--- config.mk ---
export PLATFORM = sky130hd
export DESIGN_NAME = branch_predictor
export DESIGN_NICKNAME = d
export VERILOG_FILES = /design/src/rtl/cpu_types_pkg.sv /design/src/rtl/sat_counter.sv /design/src/rtl/branch_predictor.sv
export SDC_FILE = /design/constraint.sdc
export NUM_CORES = 2
export LEC_CHECK = 0
export CAP_MARGIN = 20
export CORE_MARGIN = 3
export CORE_UTILIZATION = 65
export CTS_BUF_LIST = sky130_fd_sc_hd__clkbuf_4 sky130_fd_sc_hd__clkbuf_8
export DETAILED_ROUTE_END_ITERATION = 12
export DONT_BUFFER_PORTS = 1
export GPL_TIMING_DRIVEN = 0
export PLACE_DENSITY = 0.77
export SETUP_SLACK_MARGIN = 0.15
export SLEW_MARGIN = 15
export SYNTH_ARGS = -nofsm -noshare
export SYNTH_HDL_FRONTEND = slang
export SYNTH_SLANG_ARGS = --single-unit
--- constraint.sdc ---
create_clock -name CLK -period 13.7 [get_ports CLK]
set_clock_uncertainty 0.05 [all_clocks]
set_input_delay 2.74 -clock CLK [delete_from_list [all_inputs] [get_ports CLK]]
set_output_delay 2.74 -clock CLK [all_outputs]
set_load 0.005 [all_outputs]
--- src/rtl/cpu_types_pkg.sv ---
// cpu_types_pkg -- shared CPU types and branch-predictor constants.
//   word_t          : 32-bit machine word
//   BP_ENTRIES_DEF  : default predictor table depth
//   BP_CNT_BITS_DEF : default confidence counter width
//   BP_WEAK_TAKEN   : weakly-taken init value for the default counter width
//   bp_entry_t      : one predictor entry (valid, tag, target, cnt)
//   bp_weak_taken() : weakly-taken value (MSB set, rest clear) for any width
package cpu_types_pkg;

    typedef logic [31:0] word_t;

    localparam int BP_ENTRIES_DEF  = 16;
    localparam int BP_CNT_BITS_DEF = 2;
    localparam logic [BP_CNT_BITS_DEF-1:0] BP_WEAK_TAKEN = 2'b10;

    // Field widths cover every legal configuration: ENTRIES >= 2 leaves at
    // most 29 tag bits; counters wider than 8 bits are not supported.
    localparam int BP_TAG_MAX = 29;
    localparam int BP_CNT_MAX = 8;

    // Narrower tags/counters are zero-extended into these fields.
    typedef struct packed {
        logic                  valid;
        logic [BP_TAG_MAX-1:0] tag;
        word_t                 target;
        logic [BP_CNT_MAX-1:0] cnt;
    } bp_entry_t;

    function automatic logic [BP_CNT_MAX-1:0] bp_weak_taken(input int unsigned width);
        return BP_CNT_MAX'(1) << (width - 32'd1);
    endfunction

endpackage

--- src/rtl/sat_counter.sv ---
// sat_counter -- saturating up/down counter with parallel load.
//   CLK, nRST : clock, asynchronous active-low reset (count -> 0)
//   inc, dec  : step up / down, saturating at all-ones / zero
//   load      : load load_val (highest priority)
//   count     : registered counter value
module sat_counter #(
    parameter int WIDTH = 2
) (
    input  logic             CLK,
    input  logic             nRST,
    input  logic             inc,
    input  logic             dec,
    input  logic             load,
    input  logic [WIDTH-1:0] load_val,
    output logic [WIDTH-1:0] count
);

    localparam logic [WIDTH-1:0] CNT_MAX = {WIDTH{1'b1}};
    localparam logic [WIDTH-1:0] CNT_MIN = {WIDTH{1'b0}};

    logic [WIDTH-1:0] count_r;

    // Counter register: load beats inc beats dec; both ends saturate.
    always_ff @(posedge CLK or negedge nRST) begin
        if (!nRST) begin
            count_r <= CNT_MIN;
        end else if (load) begin
            count_r <= load_val;
        end else if (inc && (count_r != CNT_MAX)) begin
            count_r <= count_r + WIDTH'(1);
        end else if (dec && (count_r != CNT_MIN)) begin
            count_r <= count_r - WIDTH'(1);
        end
    end

    assign count = count_r;

endmodule

--- src/rtl/branch_predictor.sv ---
// branch_predictor -- direct-mapped BTB with per-entry saturating counters.
//   CLK, nRST            : clock, asynchronous active-low reset
//   fetch_pc             : PC being fetched
//   predict_taken/target : combinational prediction for fetch_pc
//   update_*             : resolved branch report (one cycle per branch)
//   bp_clear             : synchronous invalidate of the whole table
//   branch_count         : saturating count of accepted updates
//   mispredict_count     : saturating count of updates flagged mispredict
module branch_predictor
    import cpu_types_pkg::*;
#(
    parameter int ENTRIES  = BP_ENTRIES_DEF,
    parameter int CNT_BITS = BP_CNT_BITS_DEF
) (
    input  logic        CLK,
    input  logic        nRST,
    input  logic [31:0] fetch_pc,
    output logic        predict_taken,
    output logic [31:0] predict_target,
    input  logic        update_en,
    input  logic [31:0] update_pc,
    input  logic        update_taken,
    input  logic [31:0] update_target,
    input  logic        update_mispredict,
    input  logic        bp_clear,
    output logic [31:0] branch_count,
    output logic [31:0] mispredict_count
);

    localparam int IDX   = $clog2(ENTRIES);
    localparam int TAG_W = 30 - IDX;
    localparam logic [CNT_BITS-1:0] WEAK_TAKEN = CNT_BITS'(bp_weak_taken(CNT_BITS));
    localparam logic [31:0] PERF_MAX = 32'hFFFF_FFFF;

    logic [IDX-1:0]      fetch_idx_s;
    logic [IDX-1:0]      upd_idx_s;
    logic [TAG_W-1:0]    fetch_tag_s;
    logic [TAG_W-1:0]    upd_tag_s;

    logic                valid_r  [ENTRIES];
    logic [TAG_W-1:0]    tag_r    [ENTRIES];
    word_t               target_r [ENTRIES];
    logic [CNT_BITS-1:0] cnt_s    [ENTRIES];

    logic [ENTRIES-1:0]  upd_sel_s;
    logic [ENTRIES-1:0]  inc_s;
    logic [ENTRIES-1:0]  dec_s;
    logic [ENTRIES-1:0]  load_s;
    logic                upd_hit_s;

    bp_entry_t           rd_entry_s;
    logic                rd_hit_s;

    logic [31:0]         branch_count_r;
    logic [31:0]         mispredict_count_r;
    logic                unused_pc_bits_s;

    assign fetch_idx_s = fetch_pc[IDX+1:2];
    assign fetch_tag_s = fetch_pc[31:IDX+2];
    assign upd_idx_s   = update_pc[IDX+1:2];
    assign upd_tag_s   = update_pc[31:IDX+2];
    assign unused_pc_bits_s = ^update_pc[1:0];

    // Lookup against pre-edge state; an update in the same cycle is not seen.
    always_comb begin
        rd_entry_s.valid  = valid_r[fetch_idx_s];
        rd_entry_s.tag    = BP_TAG_MAX'(tag_r[fetch_idx_s]);
        rd_entry_s.target = target_r[fetch_idx_s];
        rd_entry_s.cnt    = BP_CNT_MAX'(cnt_s[fetch_idx_s]);
        rd_hit_s = rd_entry_s.valid && (rd_entry_s.tag == BP_TAG_MAX'(fetch_tag_s));
        // cnt is zero-extended, so anything left after the shift is the MSB.
        predict_taken = rd_hit_s && (|(rd_entry_s.cnt >> (CNT_BITS - 1)));
        if (predict_taken) begin
            predict_target = rd_entry_s.target;
        end else begin
            predict_target = fetch_pc + 32'd4;
        end
    end

    // Update decode: one entry is selected; bp_clear suppresses all writes.
    always_comb begin
        upd_hit_s = valid_r[upd_idx_s] && (tag_r[upd_idx_s] == upd_tag_s);
        for (int i = 0; i < ENTRIES; i++) begin
            upd_sel_s[i] = update_en && !bp_clear && (upd_idx_s == IDX'(i));
            inc_s[i]     = upd_sel_s[i] && upd_hit_s && update_taken;
            dec_s[i]     = upd_sel_s[i] && upd_hit_s && !update_taken;
            load_s[i]    = upd_sel_s[i] && !upd_hit_s && update_taken;
        end
    end

    // One confidence counter per table entry.
    for (genvar g = 0; g < ENTRIES; g++) begin : g_entry
        sat_counter #(
            .WIDTH(CNT_BITS)
        ) u_cnt (
            .CLK     (CLK),
            .nRST    (nRST),
            .inc     (inc_s[g]),
            .dec     (dec_s[g]),
            .load    (load_s[g]),
            .load_val(WEAK_TAKEN),
            .count   (cnt_s[g])
        );
    end

    // Table storage: clear wins; allocation writes tag/target, taken hit refreshes target.
    always_ff @(posedge CLK or negedge nRST) begin
        if (!nRST) begin
            for (int i = 0; i < ENTRIES; i++) begin
                valid_r[i]  <= 1'b0;
                tag_r[i]    <= {TAG_W{1'b0}};
                target_r[i] <= 32'h0000_0000;
            end
        end else if (bp_clear) begin
            for (int i = 0; i < ENTRIES; i++) begin
                valid_r[i] <= 1'b0;
            end
        end else begin
            for (int i = 0; i < ENTRIES; i++) begin
                if (load_s[i]) begin
                    valid_r[i]  <= 1'b1;
                    tag_r[i]    <= upd_tag_s;
                    target_r[i] <= update_target;
                end else if (inc_s[i]) begin
                    target_r[i] <= update_target;
                end
            end
        end
    end

    // Performance counters: count every update, even alongside bp_clear; saturate.
    always_ff @(posedge CLK or negedge nRST) begin
        if (!nRST) begin
            branch_count_r     <= 32'h0000_0000;
            mispredict_count_r <= 32'h0000_0000;
        end else if (update_en) begin
            if (branch_count_r != PERF_MAX) begin
                branch_count_r <= branch_count_r + 32'd1;
            end
            if (update_mispredict && (mispredict_count_r != PERF_MAX)) begin
                mispredict_count_r <= mispredict_count_r + 32'd1;
            end
        end
    end

    assign branch_count     = branch_count_r;
    assign mispredict_count = mispredict_count_r;

endmodule

==> reports/results.tsv <==
stage	metric	value	unit
detailed_routing	firstDrtPassIters	7	
power	p_total	7890	uW
yosys	synth_edf_count	0	
grt	gr-total-overflow	0	
cts	cts_buffers	169	
yosys	async_reset_ff_share	100	%
placement	dp_hpwl	109000	um
setup_path	arrival	8.10	ns
cts	clock-sinks	1040	
outcome	status	finished, final reports clean	
yosys	yosysSeqAreaShare	49.2	%
floorplanning	die_width	291	um
cts	htree_levels	4	
yosys	synth_warnings	0	
setup_path	r2r_slack	9.23	ns
yosys	synth_top_family_by_area	multiplexers	
grt	met3_usage	14.6	%
worst_hold_path	min-delay-path-class	reg -> reg	
cts	worstSkewPairLatency	0.85	ns
setup_path	path_max_fanout	10	
floorplanning	start_util	66.3	%
sta	max_freq	91.8	MHz
setup_path	reg2reg_from	tag_r[346]	
yosys	synth_area	0.0529	mm2
floorplanning	dieArea	0.0848	mm2
grt	use_met1	53.7	%
power	powerDensity	135	mW/mm2
final_layout	fill_cells	5240	
grt	grt.total_usage	39.4	%
flow_run	maxCapViolations	0	
grt	first_global_vias	36800	
cts	cts_root_buf	clkbuf_8	
final_layout	layout.area.seq	0.0260	mm2
cts	cts_resized	0	
cts	cts_setup_buffers	0	
grt	gr-max-usage-layer	met2	
yosys	syn_nets	4035	
detailed_routing	route.detailed.drc	0	
final_layout	post-route-util	73.0	%
worst_hold_path	hold_depth	2	
setup_path	startpoint_type	input pin	
sta	worst_pin_slew	1.25	ns
sta	setup_viol	0	
worst_hold_path	hold_end	target_r[136]	
final_layout	nets	4226	
worst_hold_path	min_from	target_r[136]	
yosys	netlist_top_cells_area	dfrtp_1 (49%), mux4_2 (16%), mux2_2 (12%), nand2_1 (5.5%), mux2_4 (4.3%)	
sta	finalHoldViolCount	0	
floorplanning	die_height	291	um
yosys	synth.most_common_cell	dfrtp_1	
floorplanning	rows	103	
cts	clkTransAtPathRegs	0.06	ns
sta	fin_crit	10.89	ns
cts	clock_path_buffers	3	
detailed_routing	wl_per_cell	31.3	um
yosys	yosys_register_bits	1040	
placement	portBuffers	0	
final_layout	area_delta_synth_final	10.2	%
setup_path	reg2reg_depth	10	
detailed_routing	antenna_left	0	
setup_path	cp-end-kind	output port	
detailed_routing	drt_wl_total	167000	um
yosys	yosys-top-cells-count	dfrtp_1 (1,040), nand2_1 (780), mux2_2 (586)	
placement	gp_congestion	0.978	
grt	use_met2	56.3	%
final_layout	design_area	0.0582	mm2
yosys	ys_types	56	
yosys	synth-xor-area-share	2.42	%
grt	grt_pass1_wl	244000	um
sta	max_slew_margin	16.5	%
grt	grt_max_degree	1041	
setup_path	required	10.91	ns
final_layout	multi_input_area	0.0253	mm2
yosys	synthFlopType	dfrtp_1	
yosys	yosysTopAreaCellShare	49.2	%
yosys	synth_cells	3930	
power	leakage	0.0268	uW
cts	cts_hold_buf	0	
sta	maxSlewViolCount	0	
sta	fin_crit_sh	79.5	%
sta	rsz0062_at_grt	no	
detailed_routing	detail_route.vias_per_cell	6.95	
yosys	synth_compound_area_share	2.35	%
floorplanning	core	0.0798	mm2
setup_path	reg2reg_to	tag_r[51]	
yosys	muxShareOfSynthArea	34.7	%
setup_path	crit_type	in -> out	
power	irDropWorstVdd	0.0000752	V
detailed_routing	vias	36900	
cts	cts_tree	done	
yosys	syn_area_per_cell	13.5	um2
final_layout	drive_gt1_share	36.7	%
yosys	synthAdderAreaFrac	0.0710	%
floorplanning	io_pins	199	
detailed_routing	drtIter0Drc	5305	
sta	finalSetupTns	0	ns
yosys	synth-simple-area-share	8.42	%
yosys	yosysTopAreaCell	dfrtp_1	
placement	dpl_cell_area	0.0543	mm2
grt	antenna_found_initial	10	
## metal layers
metal / vias to the layer above / wire, um
li1: 14600 / -
met1: 19100 / 61800
met2: 2566 / 72500
met3: 623 / 22700
met4: 12 / 9470
met5: - / 91
## where the power goes
part	switching (uW)	internal (uW)	leakage, uW
clock	1320	1630	0.00198
sequential	272	3460	0.0138
combinational	546	659	0.0110
total	2140	5750	0.0268
## cell usage in the layout, fill, tap and decap left out, types with 24 or more instances in the layout
| cell | count |
|---|---|
| mux2_4 | 152 |
| nor2b_1 | 24 |
| o21ai_0 | 38 |
| xor2_1 | 36 |
| nor3_1 | 33 |
| dfrtp_1 | 1040 |
| clkbuf_8 | 205 |
| nand4_1 | 37 |
| nand2_1 | 780 |
| mux2i_1 | 82 |
| mux4_2 | 383 |
| clkbuf_1 | 190 |
| buf_6 | 33 |
| buf_2 | 54 |
| xnor2_1 | 110 |
| clkbuf_4 | 63 |
| buf_1 | 28 |
| nor2_1 | 52 |
| mux2_2 | 586 |
| nand3_1 | 44 |
## stage by stage
stage               std cells  hold slack (ns)  worst slack (ns)
finish                   5313            0.419              2.81
global route             5307            0.434              2.82
global placement         4980            0.403              2.63
detailed placement       4987            0.408              3.16
floorplan                3930            0.391              4.92
CTS                      5292            0.423              3.15
## final cells by class
cell class,instances,area share [%]
buffer,312,2.50
multi-input combinational,2562,43.5
tap,1050,2.26
sequential,1040,44.7
inverter,16,0.103
clock buffer,268,5.66
timing repair buffer,20,0.552
antenna,8,0.0344
clock inverter,37,0.690
## state kept, by name, summed over array words and instances (netlist names)
register             count
valid_r                 16
g_entry.u_cnt.count     32
target_r               512
tag_r                  416
branch_count            32
mispredict_count        32
## worst max path at each step
stage	from	end	slack [ns]	depth (start not counted)
2_1_floorplan	fetch_pc[2]	predict_target[0]	4.92	9
3_3_place_gp	fetch_pc[3]	predict_target[29]	2.63	11
3_5_place_dp	fetch_pc[5]	predict_target[26]	3.16	11
4_1_cts	fetch_pc[5]	predict_target[26]	3.15	11
5_1_grt	fetch_pc[5]	predict_target[28]	2.82	12
6_report	fetch_pc[5]	predict_target[26]	2.81	11
## cells by family after synthesis
family | after synthesis
adders and majority gates | 3
DFF | 1040
AOI/OAI and AO/OA | 159
xor gates and xnor gates | 146
muxes | 1203
and+or+nand+nor | 1051
buffers and inverters | 328
## critical path, stage by stage
cell,delay (ns)
buf_2,0.36
buf_2,0.62
clkbuf_1,0.83
clkbuf_1,0.69
and3_1,0.32
nand3_1,0.30
nor3_1,0.95
nand3_1,0.33
nor2_1,0.23
xor2_1,0.42
mux2_2,0.28
Note: power is estimated with default switching activity, not from simulation.
